--- config.mk ---
export PLATFORM = sky130hd
export DESIGN_NAME = alu_ctrl_fsm
export DESIGN_NICKNAME = d
export VERILOG_FILES = /design/src/rtl/alu_ctrl_fsm.sv
export SDC_FILE = /design/constraint.sdc
export NUM_CORES = 1
export LEC_CHECK = 0
export BUFFER_PORTS_ARGS = -buffer_cell sky130_fd_sc_hd__buf_2
export CAP_MARGIN = 20
export CORE_MARGIN = 2
export CORE_UTILIZATION = 50
export CTS_CLUSTER_SIZE = 28
export DETAILED_ROUTE_END_ITERATION = 8
export HOLD_SLACK_MARGIN = 0.08
export PLACE_DENSITY = 0.85
export RECOVER_POWER = 25
export SLEW_MARGIN = 20
export SYNTH_ARGS = -nofsm -noshare
export SYNTH_HDL_FRONTEND = slang
export SYNTH_SLANG_ARGS = --single-unit
--- constraint.sdc ---
create_clock -name clk -period 4.6 [get_ports clk]
set_input_delay 0.92 -clock clk [delete_from_list [all_inputs] [get_ports clk]]
set_output_delay 0.92 -clock clk [all_outputs]
set_load 0.01 [all_outputs]
--- src/rtl/alu_ctrl_fsm.sv ---
// Multi-cycle fetch/decode/execute/writeback controller for the ALU datapath.
// Decodes 16-bit instructions into ALU op, register selects and immediate; owns the PC.
module alu_ctrl_fsm #(
  parameter int               WIDTH    = 16,
  parameter logic [WIDTH-1:0] RESET_PC = '0
) (
  input  logic             clk,
  input  logic             reset,
  output logic             fetch_req,
  input  logic             instr_valid,
  input  logic [WIDTH-1:0] instr,
  output logic [WIDTH-1:0] pc,
  output logic [3:0]       alucont,
  output logic [3:0]       rdest_sel,
  output logic [3:0]       rsrc_sel,
  output logic [WIDTH-1:0] imm,
  output logic             src_is_imm,
  output logic             reg_we,
  output logic             psr_we,
  output logic             illegal,
  output logic             busy
);

  typedef enum logic [1:0] {FETCH, DECODE, EXEC, WB} state_t;

  state_t           state_reg, state_next;
  logic [WIDTH-1:0] ir_reg;
  logic [WIDTH-1:0] pc_reg;
  logic [3:0]       alucont_reg, rdest_reg, rsrc_reg;
  logic [WIDTH-1:0] imm_reg;
  logic             src_imm_reg, legal_reg, wr_reg_reg, wr_psr_reg;

  logic [3:0]       opcode, ext;
  logic [4:0]       arith_op, arith_ext;
  logic             dec_legal, dec_src_imm, dec_wr_reg, dec_wr_psr;
  logic [3:0]       dec_alucont;
  logic [WIDTH-1:0] dec_imm;

  // The arithmetic/logic group shares one code space: ext in register form, opcode in immediate form.
  function automatic logic [4:0] alu_code(input logic [3:0] c);
    case (c)
      4'b0101: alu_code = {1'b1, 4'b0000};  // ADD
      4'b1001: alu_code = {1'b1, 4'b0001};  // SUB
      4'b0001: alu_code = {1'b1, 4'b0010};  // AND
      4'b0011: alu_code = {1'b1, 4'b0011};  // XOR
      4'b0010: alu_code = {1'b1, 4'b0100};  // OR
      4'b1011: alu_code = {1'b1, 4'b0101};  // CMP
      4'b1101: alu_code = {1'b1, 4'b0110};  // MOV
      default: alu_code = 5'b0;
    endcase
  endfunction

  always_comb begin
    opcode      = ir_reg[15:12];
    ext         = ir_reg[7:4];
    arith_op    = alu_code(opcode);
    arith_ext   = alu_code(ext);
    dec_legal   = 1'b0;
    dec_alucont = 4'b0000;
    dec_src_imm = 1'b0;
    dec_imm     = '0;
    if (opcode == 4'b0000) begin
      dec_legal   = arith_ext[4];
      dec_alucont = arith_ext[3:0];
    end else if (arith_op[4]) begin
      dec_legal   = 1'b1;
      dec_alucont = arith_op[3:0];
      dec_src_imm = 1'b1;
      if (opcode == 4'b0001 || opcode == 4'b0010 || opcode == 4'b0011)
        dec_imm[7:0] = ir_reg[7:0];
      else
        dec_imm = {{(WIDTH-8){ir_reg[7]}}, ir_reg[7:0]};
    end else if (opcode == 4'b1000 && ext == 4'b0100) begin
      dec_legal   = 1'b1;
      dec_alucont = 4'b0111;
    end else if (opcode == 4'b1000 && ext[3:1] == 3'b000) begin
      dec_legal    = 1'b1;
      dec_alucont  = 4'b1000;
      dec_src_imm  = 1'b1;
      dec_imm[4:0] = ir_reg[4:0];
    end else if (opcode == 4'b1111) begin
      dec_legal     = 1'b1;
      dec_alucont   = 4'b1001;
      dec_src_imm   = 1'b1;
      dec_imm[15:8] = ir_reg[7:0];
    end
    // Only ADD/SUB/CMP touch flags; CMP is the one op that leaves the register file alone.
    dec_wr_psr = dec_legal && (dec_alucont == 4'b0000 || dec_alucont == 4'b0001 ||
                               dec_alucont == 4'b0101);
    dec_wr_reg = dec_legal && (dec_alucont != 4'b0101);
  end

  always_ff @(posedge clk) begin
    if (reset) begin
      state_reg   <= FETCH;
      ir_reg      <= '0;
      pc_reg      <= RESET_PC;
      alucont_reg <= 4'b0000;
      rdest_reg   <= 4'b0000;
      rsrc_reg    <= 4'b0000;
      imm_reg     <= '0;
      src_imm_reg <= 1'b0;
      legal_reg   <= 1'b0;
      wr_reg_reg  <= 1'b0;
      wr_psr_reg  <= 1'b0;
    end else begin
      state_reg <= state_next;
      if (state_reg == FETCH && instr_valid)
        ir_reg <= instr;
      if (state_reg == DECODE) begin
        alucont_reg <= dec_alucont;
        rdest_reg   <= ir_reg[11:8];
        rsrc_reg    <= ir_reg[3:0];
        imm_reg     <= dec_imm;
        src_imm_reg <= dec_src_imm;
        legal_reg   <= dec_legal;
        wr_reg_reg  <= dec_wr_reg;
        wr_psr_reg  <= dec_wr_psr;
      end
      if (state_reg == WB)
        pc_reg <= pc_reg + WIDTH'(1);
    end
  end

  // Strobes are gated by reset so an abort in WB suppresses that cycle's writeback.
  always_comb begin
    state_next = state_reg;
    fetch_req  = 1'b0;
    reg_we     = 1'b0;
    psr_we     = 1'b0;
    illegal    = 1'b0;
    busy       = (state_reg != FETCH);
    case (state_reg)
      FETCH: begin
        fetch_req = !reset;
        if (instr_valid) state_next = DECODE;
      end
      DECODE: state_next = dec_legal ? EXEC : WB;
      EXEC:   state_next = WB;
      WB: begin
        state_next = FETCH;
        reg_we     = !reset && wr_reg_reg;
        psr_we     = !reset && wr_psr_reg;
        illegal    = !reset && !legal_reg;
      end
      default: state_next = FETCH;
    endcase
  end

  assign pc         = pc_reg;
  assign alucont    = alucont_reg;
  assign rdest_sel  = rdest_reg;
  assign rsrc_sel   = rsrc_reg;
  assign imm        = imm_reg;
  assign src_is_imm = src_imm_reg;

endmodule

# Word level (Yosys, flattened, before mapping)
# Index checks and enable logic that the tools add are counted.
[word_totals]
reg_bits = 66
input_bits = 19
out_inout_bits = 50
elab_cells = 87
[classes]
n_addsub = 1
n_eq_ne = 24
mux = 32
reduce_logical = 19
[op_table]
columns = ["op", "count"]
rows = [
  ["case mux 5 bit (7 select lines)", 2],
  ["2-to-1 mux 8 bit", 5],
  ["== test 4 bit, second input constant", 8],
  ["2-to-1 mux 4 bit", 5],
  ["adder 16 x 1 -> 16 bit, second input constant", 1],
  ["== test 4 x 2 -> 1 bit, second input constant", 4],
  ["== test 4 x 3 -> 1 bit, second input constant", 4],
  ["2-to-1 mux 16 bit", 1],
  ["2-to-1 mux 5 bit", 3],
  ["2-to-1 mux 1 bit", 13],
  ["== test 4 x 1 -> 1 bit, second input constant", 3],
  ["logical AND 1 bit", 8],
  ["zero test 4 bit", 2],
  ["case mux 2 bit (4 select lines)", 1],
  ["== test 2 bit, second input constant", 2],
  ["logical OR 1 bit", 4],
  ["inequality test 4 x 3 -> 1 bit, second input constant", 1],
  ["zero test 3 bit", 1],
  ["2-to-1 mux 3 bit", 1],
  ["== test 2 x 1 -> 1 bit, second input constant", 1],
  ["zero test 1 bit", 2],
  ["zero test 2 bit", 1],
  ["2-to-1 mux 2 bit", 1],
  ["inequality test 2 bit, second input constant", 1],
  ["nonzero test 2 bit", 1],
]

# Longest topological paths before layout
# Gate-level depths: netlist (run 1).
[logic_depth]
depth_word = 10
depth_mapped = 7
depth_no_buf = 6

# Worst setup path after synthesis (run 1)
# Ideal clock, no wire load.
[synth_timing]
path_kind = "in2out"
startpoint = "input port reset"
endpoint = "output port psr_we"
arrival_time_ns = 1.641
required_ns = 3.680
path_slack_ns = 2.039
stages = 3
path_buffers = 2
path_cell_list = "clkbuf_1 -> clkbuf_1 -> and3b_1"
[synth_via]
elab_chain_len = 3
[synth_lines]
columns = ["item", "line", "source"]
rows = [
  ["start, declared", "8", "input logic reset,"],
  ["zero test 1 bit", "143", "psr_we = !reset && wr_psr_reg;"],
  ["logical AND 1 bit", "143", ""],
  ["2-to-1 mux 1 bit", "133", "case (state_reg)"],
  ["end, declared", "19", "output logic psr_we,"],
]
# Every way passes these cells.

# Worst setup path in the final report (run 1)
[layout_timing]
startpoint = "input port reset"
endpoint = "output port fetch_req"
[layout_via]
elab_chain_len = 2
[layout_lines]
columns = ["item", "line", "source"]
rows = [
  ["zero test 1 bit", "135", "fetch_req = !reset;"],
  ["2-to-1 mux 1 bit", "133", ""],
  ["end, declared", "9", "output logic fetch_req,"],
]
# Every way passes these cells.

==> qor.txt, run 1 <==
CP Capture Type -> output pin
full die area -> 0.006529 sq mm
FMAX -> 298.8 MHz
Post-synth EDFFs -> 0
Logic pwr share -> 28.0%
most instantiated cells after synthesis -> dfxtp_1, nand2_1, nor2_1
Setup CP Type -> input port to output pin
Via density -> 5.449
io pins -> 69
r2r endpoint -> pc[15]
Layout area overhead -> 17.78%
synthesized area -> 0.002949 sq mm
Post-Layout Cell Count -> 486
drt initial violations -> 202
Worst Path Required -> 3.68 ns
vias after detailed routing -> 2648
Yosys warning total -> 0
Max IR drop VDD -> 0.2755 mV
top-count cell post-synth -> dfxtp_1
final setup vio count -> 0
syn avg cell area -> 8.307 sq um
DRT Wirelength -> 6802 um
GRT Util Overall -> 21.45%
Root Driver -> clkbuf_8
Post-Synthesis Cells -> 355
Fin Clk Skew -> 0.005900 ns
Main synth FF type -> dfxtp_1
setup TNS -> 0 ns
number of diodes -> 0
Avg WL per Cell -> 14.00 um
Worst Hold Depth -> 2
Sw Share -> 35.22%
CTS tree -> built
slew margin rel. -> 32.41%
number of buffers created by CTS -> 9
Period minus WS final -> 3.346 ns
Hold Crit Start -> imm[2]
LEAKAGE -> 1.455 nW
die width -> 80.80 um
Seq pwr share -> 43.2%
worst hold slack -> 0.4581 ns
Setup Buffers After CTS -> 0
NumNets Final -> 433
MaxCap Viol Count -> 0
Final Hold Vio Count -> 0
Synth area leaders -> dfxtp_1, nand2_1, nor2_1
# clock sinks -> 66
Pwr Density -> 480.2 mW/mm^2
Final ANT Viol Nets -> 0
worst-case reg-to-reg path depth -> 6
ys async rst share -> 0%
first-pass GRT wire length -> 10800 um
Post-CTS Resized -> 0
net count after synthesis -> 379
initial antenna violation count -> 0
register bit total from synthesis -> 66
share of cells above drive strength 1 -> 21.74%
number of port buffers -> 68
final worst setup slack -> 1.254 ns
worst min-delay path category -> flop to flop
CTS H-Tree Depth -> 3
Net Sw Power -> 0.0005875 W
CP startpoint kind -> input port
Max Transition Viols Final -> 0
cell count after placement -> 470
unrepaired setup endpoints after global routing -> false
pin count of the biggest net entering global routing -> 48
Worst Hold End -> imm[2]
status -> finished, final reports clean
pre-CTS setup slack -> 1.663 ns
gp weighted congestion -> 0.8386
Initial Util -> 52.59%
worst slew pin tran -> 1.014 ns
RR Startpoint -> state_reg[0]
Total Power -> 0.001668 W
crit path DAT -> 2.43 ns
share of the yosys chip area belonging to registers -> 44.80%
reg-to-reg setup timing slack -> 2.49 ns
clock power share -> 28.7%
clock slew at reported path FFs -> 0.07 ns
CTS Hold Bufs -> 0
Pre-antenna DRT Iters -> 5
fin crit share -> 72.74%
Die H -> 80.80 um
core area -> 0.005608 sq mm
vias in the first global route -> 2379
Rows -> 27
P_int -> 0.001081 W
Post-DP HPWL -> 4590 um
post-synth top area cell -> dfxtp_1
Max FO, Critical Path -> 47
Distinct cells, synth -> 48
area share of the largest cell type after synthesis -> 44.80%
drt drc -> 0
clk_lat worst skew -> 0.34 ns
Max clock buf depth -> 2
grt total ovfl -> 0
-- worst max-delay path, cell delays in order --
cell and delay (ns):
clkbuf_1 0.73, buf_4 0.56, nor2_1 0.06, buf_2 0.15
-- worst max-delay path by stage --
stage / start / endpoint / slack (ns) / cells after the start
5_1_grt: reset / fetch_req / 1.10 / 4
6_report: reset / fetch_req / 1.25 / 4
4_1_cts: reset / fetch_req / 1.66 / 4
2_1_floorplan: reset / psr_we / 2.04 / 3
3_5_place_dp: reset / fetch_req / 1.66 / 4
3_3_place_gp: reset / fetch_req / 1.67 / 4
-- layout by cell type, fill, tap and decap left out, drive strengths merged, types with 3 or more instances in the layout --
cell type,n
nand2,63
nand3,11
o21ai,5
inv,5
mux2i,10
dfxtp,66
nand2b,4
xnor2,4
a22oi,12
nor2,47
a211oi,3
nor3,3
xor2,11
buf,69
clkbuf,12
a21oi,33
clkinv,4
nand4,5
and3b,4
nor2b,3
and3,3
ha,5
-- cell type report --
type	instances	area, sq um
clock buffer	11	141.4
multi-input combinational	257	1494
clock inverter	5	53.80
fill	514	2135
inverter	5	18.77
timing repair buffer	70	354.1
tap	72	90.09
sequential	66	1321
-- power groups by stage --
| stage | Clock, W | Sequential [W] | Combinational (W) |
|---|---|---|---|
| final | 0.000480 | 0.000721 | 0.000467 |
| after global placement | 0 | 0.000727 | 0.000456 |
| after global routing | 0.000521 | 0.000733 | 0.000518 |
| after floorplan | 0 | 0.000699 | 0.000383 |
| after detailed placement | 0 | 0.000731 | 0.000465 |
| after CTS | 0.000492 | 0.000719 | 0.000468 |
-- metal layers --
layer  part of all wire [%]  global-route usage, %  up-vias
met3                    8.2                  9.222        9
met2                     49                  34.96       88
li1                       -                      -     1329
met5                      0                      0        -
met4                    1.5                  7.966        0
met1                     41                  25.07     1222
-- cells by family after synthesis --
kind of cell | Yosys count | synth area share [%]
adders and majority gates | 5 | 2.121
DFF | 66 | 44.80
xor gates and xnor gates | 15 | 4.455
and+or+nand+nor | 158 | 25.50
muxes | 10 | 3.394
buffers and inverters | 32 | 4.539
AOI/OAI and AO/OA | 69 | 15.19
-- through the flow --
| step | util, % | cell area, sq um |
|---|---|---|
| final | 61.94 | 3473 |
| after floorplan | - | 2949 |
| after global routing | 61.94 | 3473 |
| after global placement | 58.48 | 3279 |
| after detailed placement | 58.48 | 3279 |
| after CTS | 61.96 | 3475 |
(Power assumes the default switching activity.)
==> run 2: changes to the inputs <==
==> constraint.sdc (replaced) <==
create_clock -name clk -period 3.26 [get_ports clk]
set_input_delay 0.652 -clock clk [delete_from_list [all_inputs] [get_ports clk]]
set_output_delay 0.652 -clock clk [all_outputs]
set_load 0.01 [all_outputs]
==> qor.txt, run 2 (synthesis gave the netlist of run 1 again) <==
status -> finished with violations
failing checks -> capacitance limit, slew limit
Setup Buffers After CTS -> 0 (unchanged)
fin area -> 0.003412 sq mm (-1.8%)
Final Hold Vio Count -> 0 (unchanged)
Pre-antenna DRT Iters -> 4 (-1)
NumNets Final -> 433 (unchanged)
Setup CP Type -> input port to flop
Post-DP HPWL -> 4800 um (+4.6%)
Pwr Density -> 659.8 mW/mm^2 (+37%)
number of port buffers -> 68 (unchanged)
# clock sinks -> 66 (unchanged)
CTS tree -> built
slew margin rel. -> -26.76% (-59 points)
gp weighted congestion -> 0.8739 (+4.2%)
first-pass GRT wire length -> 11320 um (+4.8%)
Max clock buf depth -> 2 (unchanged)
Via density -> 5.434 (-0.27%)
crit-path leading delay family -> buffers and inverters
Fin Clk Skew -> 0.004492 ns (-0.001407 ns)
Final ANT Viol Nets -> 0 (unchanged)
crit path DAT -> 2.60 ns (+0.17 ns)
die width -> 80.80 um (unchanged)
CP startpoint kind -> input port
final setup vio count -> 0 (unchanged)
r2r endpoint -> imm[10]
pin count of the biggest net entering global routing -> 48 (unchanged)
Post-CTS Resized -> 0 (unchanged)
fin crit share -> 75.37%
worst slew pin tran -> 1.901 ns (+0.8875 ns)
io pins -> 69 (unchanged)
clk_lat worst skew -> 0.33 ns (about the same)
WP buf/inv -> 2 (-1)
Worst Setup EP -> pc[14]
GRT Util Overall -> 22.44% (+0.99 points)
Period minus WS final -> 2.457 ns
Worst Path Required -> 3.40 ns (-0.28 ns)
CTS H-Tree Depth -> 3 (unchanged)
Rows -> 27 (unchanged)
worst-case reg-to-reg path depth -> 7 (+1)
Crit. path cell count -> 3 (-1)
drt drc -> 0 (unchanged)
Root Driver -> clkbuf_8
Layout Utilization -> 60.84% (-1.1 points)
full die area -> 0.006529 sq mm (unchanged)
worst min-delay path category -> flop to flop
number of diodes -> 0 (unchanged)
CP cell instances -> clkbuf_2 > clkbuf_1 > nor2_1
number of buffers created by CTS -> 9 (unchanged)
vias after detailed routing -> 2630 (-0.68%)
slowest CP cell -> clkbuf_1
drt initial violations -> 174 (-14%)
FMAX -> 407.0 MHz
CP peak stage delay -> 1.42 ns (+0.69 ns)
grt total ovfl -> 0 (unchanged)
vias in the first global route -> 2451 (+3.0%)
commonest cells after routing, fill and taps aside -> dfxtp_1, nand2_1, buf_2
reg-to-reg setup timing slack -> 1.03 ns (-1.46 ns)
Critical Path Source -> reset
Max FO, Critical Path -> 47 (unchanged)
CTS Hold Bufs -> 0 (unchanged)
most common library cell in the layout ignoring fill and taps -> dfxtp_1
Max Transition Viols Final -> 48 (+48)
unrepaired setup endpoints after global routing -> false
post-place instance area -> 0.003279 sq mm (unchanged)
clock slew at reported path FFs -> 0.06 ns (about the same)
setup TNS -> 0 ns (unchanged)
LEAKAGE -> 1.355 nW (-6.9%)
Avg WL per Cell -> 14.16 um (+1.2%)
Die H -> 80.80 um (unchanged)
core area -> 0.005608 sq mm (unchanged)
Max IR drop VDD -> 0.3789 mV (+38%)
MaxCap Viol Count -> 1 (+1)
share of cells above drive strength 1 -> 16.99% (-4.7 points)
DRT Wirelength -> 6855 um (+0.78%)
initial antenna violation count -> 0 (unchanged)
Initial Util -> 52.59% (unchanged)
CP Capture Type -> flop
RR Startpoint -> state_reg[1]
Layout area overhead -> 15.70%
==> run 2: cell types whose count changed in the layout (fill, tap and decap cells not counted) <==
cell / delta
clkinv_2: -1
clkbuf_1: +18
bufinv_16: -1
and2_0: -1
clkbuf_2: +1
and2_1: +1
clkinv_4: -1
clkinvlp_4: +1
buf_2: -18
buf_4: -1
==> run 2: stage by stage <==
step                hold slack [ns]  cells  power (W)  setup slack, ns
floorplan                    0.4360    355   0.001527            1.235
detailed placement           0.4512    470   0.001700            1.067
finish                       0.4557    484   0.002251           0.8029
global route                 0.4886    484   0.002407           0.4642
global placement             0.4446    470   0.001669            1.231
CTS                          0.4598    484   0.002276            1.052
==> run 2: final cells by class <==
type | instances | area (sq um)
repair buffers | 70 | 329.1
clock buffers | 11 | 141.4
well taps | 72 | 90.09
multi-input cells | 257 | 1494
inverters | 5 | 18.77
fillers | 543 | 2196
flip-flops and latches | 66 | 1321
clock inverters | 3 | 17.52
==> run 2: metal layers <==
metal	part of all wire (%)	vias up	track usage [%]	wire length, um
met3	7.0	7	8.222	481
li1	-	1327	-	-
met2	50	86	39.26	3446
met5	0	-	0	0
met1	42	1210	26.35	2860
met4	0.96	0	4.746	66
==> run 2: worst register-to-register path: stages (launching register included) <==
cell and delay (ns):
dfxtp_1 0.38, inv_1 0.10, ha_1 0.18, buf_4 0.23, inv_1 0.60, a21oi_1 0.28, a22oi_1 0.21, nor2_1 0.06
==> run 2: worst min-delay path by stage <==
stage                from    endpoint  slack, ns  cells past startpoint
5_1_grt         ir_reg[8]   ir_reg[8]       0.49                      2
2_1_floorplan  ir_reg[10]  ir_reg[10]       0.44                      2
3_5_place_dp    ir_reg[8]   ir_reg[8]       0.45                      2
3_3_place_gp   ir_reg[11]  ir_reg[11]       0.44                      2
4_1_cts         ir_reg[8]   ir_reg[8]       0.46                      2
6_report        ir_reg[8]   ir_reg[8]       0.46                      2
==> run 2: report_power, final <==
part           internal (W)  total [W]  switching [W]
Clock              0.000286   0.000575       0.000290
Sequential         0.000898    0.00102       0.000119
Combinational      0.000248   0.000659       0.000410
Total               0.00143    0.00225       0.000819
==> run 3: changes to the inputs <==
--- a/config.mk
+++ b/config.mk
@@ -8,7 +8,7 @@
 export BUFFER_PORTS_ARGS = -buffer_cell sky130_fd_sc_hd__buf_2
 export CAP_MARGIN = 20
 export CORE_MARGIN = 2
-export CORE_UTILIZATION = 50
+export CORE_UTILIZATION = 48
 export CTS_CLUSTER_SIZE = 28
 export DETAILED_ROUTE_END_ITERATION = 8
 export HOLD_SLACK_MARGIN = 0.08
==> constraint.sdc (replaced) <==
create_clock -name clk -period 2.15 [get_ports clk]
set_input_delay 0.43 -clock clk [delete_from_list [all_inputs] [get_ports clk]]
set_output_delay 0.43 -clock clk [all_outputs]
set_load 0.01 [all_outputs]
==> qor.txt, run 3 (synthesis gave the netlist of run 1 again) <==
status -> finished, final reports clean
cell count after placement -> 478 (+1.7%)
Final Hold Vio Count -> 0 (unchanged)
Post-DP HPWL -> 4798 um (about the same)
Final ANT Viol Nets -> 0 (unchanged)
number of diodes -> 0 (unchanged)
vias in the first global route -> 2473 (+0.90%)
Worst Hold Depth -> 3 (+1)
# clock sinks -> 66 (unchanged)
worst hold slack -> 0.3181 ns (-0.1376 ns)
Avg WL per Cell -> 13.72 um (-3.1%)
Pre-antenna DRT Iters -> 6 (+2)
final worst setup slack -> 0.2303 ns (-0.5726 ns)
Total Power -> 0.003629 W (+61%)
clk_lat worst skew -> 0.35 ns (+0.02 ns)
Max clock buf depth -> 2 (unchanged)
Via density -> 5.362 (-1.3%)
core area -> 0.005921 sq mm (+5.6%)
grt peak-use layer -> met2
share of cells above drive strength 1 -> 17.42% (+0.43 points)
MaxCap Viol Count -> 0 (-1)
number of port buffers -> 68 (unchanged)
number of buffers created by CTS -> 9 (unchanged)
grt met1 use -> 28.44% (+2.1 points)
vias after detailed routing -> 2649 (+0.72%)
Layout area overhead -> 18.58%
Worst Path Required -> 1.72 ns (-1.68 ns)
CTS H-Tree Depth -> 3 (unchanged)
Period minus WS final -> 1.920 ns
Post-Layout Cell Count -> 494 (+2.1%)
crit path DAT -> 1.49 ns (-1.11 ns)
fin crit share -> 89.29%
Root Driver -> clkbuf_8
full die area -> 0.006787 sq mm (+4.0%)
worst-case reg-to-reg path depth -> 5 (-2)
most common library cell in the layout ignoring fill and taps -> dfxtp_1
NumNets Final -> 438 (+1.2%)
commonest cells after routing, fill and taps aside -> dfxtp_1, nand2_1, nor2_1
Pwr Density -> 1038 mW/mm^2 (+57%)
Initial Util -> 49.81% (-2.8 points)
pre-CTS setup slack -> 0.2415 ns (-0.8256 ns)
GRT Util Overall -> 21.71% (-0.73 points)
first-pass GRT wire length -> 11300 um (-0.19%)
io pins -> 69 (unchanged)
Fin Clk Skew -> 0.008895 ns (+0.004402 ns)
CTS tree -> built
slew margin rel. -> 62.04% (+89 points)
final setup vio count -> 0 (unchanged)
gp weighted congestion -> 0.9090 (+4.0%)
CP startpoint kind -> flop
Die H -> 82.39 um (+2.0%)
die width -> 82.39 um (+2.0%)
setup TNS -> 0 ns (unchanged)
initial antenna violation count -> 0 (unchanged)
Max Transition Viols Final -> 0 (-100%)
unrepaired setup endpoints after global routing -> false
fillers -> 562 (+3.5%)
Setup Buffers After CTS -> 0 (unchanged)
FMAX -> 520.9 MHz
Setup CP Type -> flop to output pin
drt drc -> 0 (unchanged)
DRT Wirelength -> 6779 um (-1.1%)
worst slew pin tran -> 0.5694 ns (-1.332 ns)
clock slew at reported path FFs -> 0.07 ns (about the same)
CP Capture Type -> output pin
met2 global-route usage -> 32.50% (-6.8 points)
pin count of the biggest net entering global routing -> 27 (-44%)
grt total ovfl -> 0 (unchanged)
worst min-delay path category -> input port to flop
Max IR drop VDD -> 0.7021 mV (+85%)
Rows -> 28 (+3.7%)
drt initial violations -> 178 (+2.3%)
LEAKAGE -> 1.365 nW (+0.76%)
CTS Hold Bufs -> 0 (unchanged)
Global Route met3 Usage -> 6.522% (-1.7 points)
Max FO, Critical Path -> 8 (-83%)
==> run 3: cell count changes in the layout (fill, tap and decap cells not counted), moves of 2 or more <==
cell	before	now
clkbuf_1	20	25
clkinvlp_4	1	3
buf_2	49	43
buf_4	1	7
==> run 3: repair_timing <==
item	4_1_cts	5_1_grt
gates resized for setup	0	1
endpoints found under the setup margin	0	2
endpoints found under the hold margin	0	0
==> run 3: path summary, 6_finish.rpt <==
check                           slack (ns)    endpoint          from
worst max-delay path                  0.23     illegal  state_reg[0]
worst min-delay path                  0.32   ir_reg[7]      instr[7]
worst max register to register        0.27  wr_psr_reg    ir_reg[13]
worst min register to register        0.46   ir_reg[8]     ir_reg[8]
==> run 3: per-stage QoR <==
step,instance area [sq um],utilization [%]
after floorplan,2949,-
after global routing,3497,59.07
after CTS,3525,59.53
after detailed placement,3321,56.09
after global placement,3321,56.09
final,3497,59.07
==> run 3: cell type report <==
| type | count | area [sq um] | area share (%) |
|---|---|---|---|
| Clock buffer | 10 | 137.6 | 3.936 |
| Inverter | 5 | 18.77 | 0.5367 |
| Tap cell | 75 | 93.84 | 2.683 |
| Clock inverter | 6 | 66.31 | 1.896 |
| Timing Repair Buffer | 75 | 361.6 | 10.34 |
| Sequential cell | 66 | 1321 | 37.78 |
| Multi-Input combinational cell | 257 | 1498 | 42.83 |
==> run 3: metal layers <==
layer  vias up  part of all wire (%)  routed length [um]
li1       1339                     -                   -
met1      1214                    46                3104
met2        82                    45                3042
met3        14                   7.7                 522
met4         0                   1.6                 110
met5         -                     0                   0
==> run 3: critical path: stages (launching register included) <==
cell     delay (ns)
dfxtp_1        0.41
ha_1           0.20
buf_4          0.15
nor3b_1        0.22
buf_2          0.17
==> run 3: power breakdown <==
part | total (W) | internal, W | switching [W]
Clock | 0.00105 | 0.000566 | 0.000486
Sequential | 0.00153 | 0.00136 | 0.000167
Combinational | 0.00105 | 0.000406 | 0.000643
Total | 0.00363 | 0.00233 | 0.00130
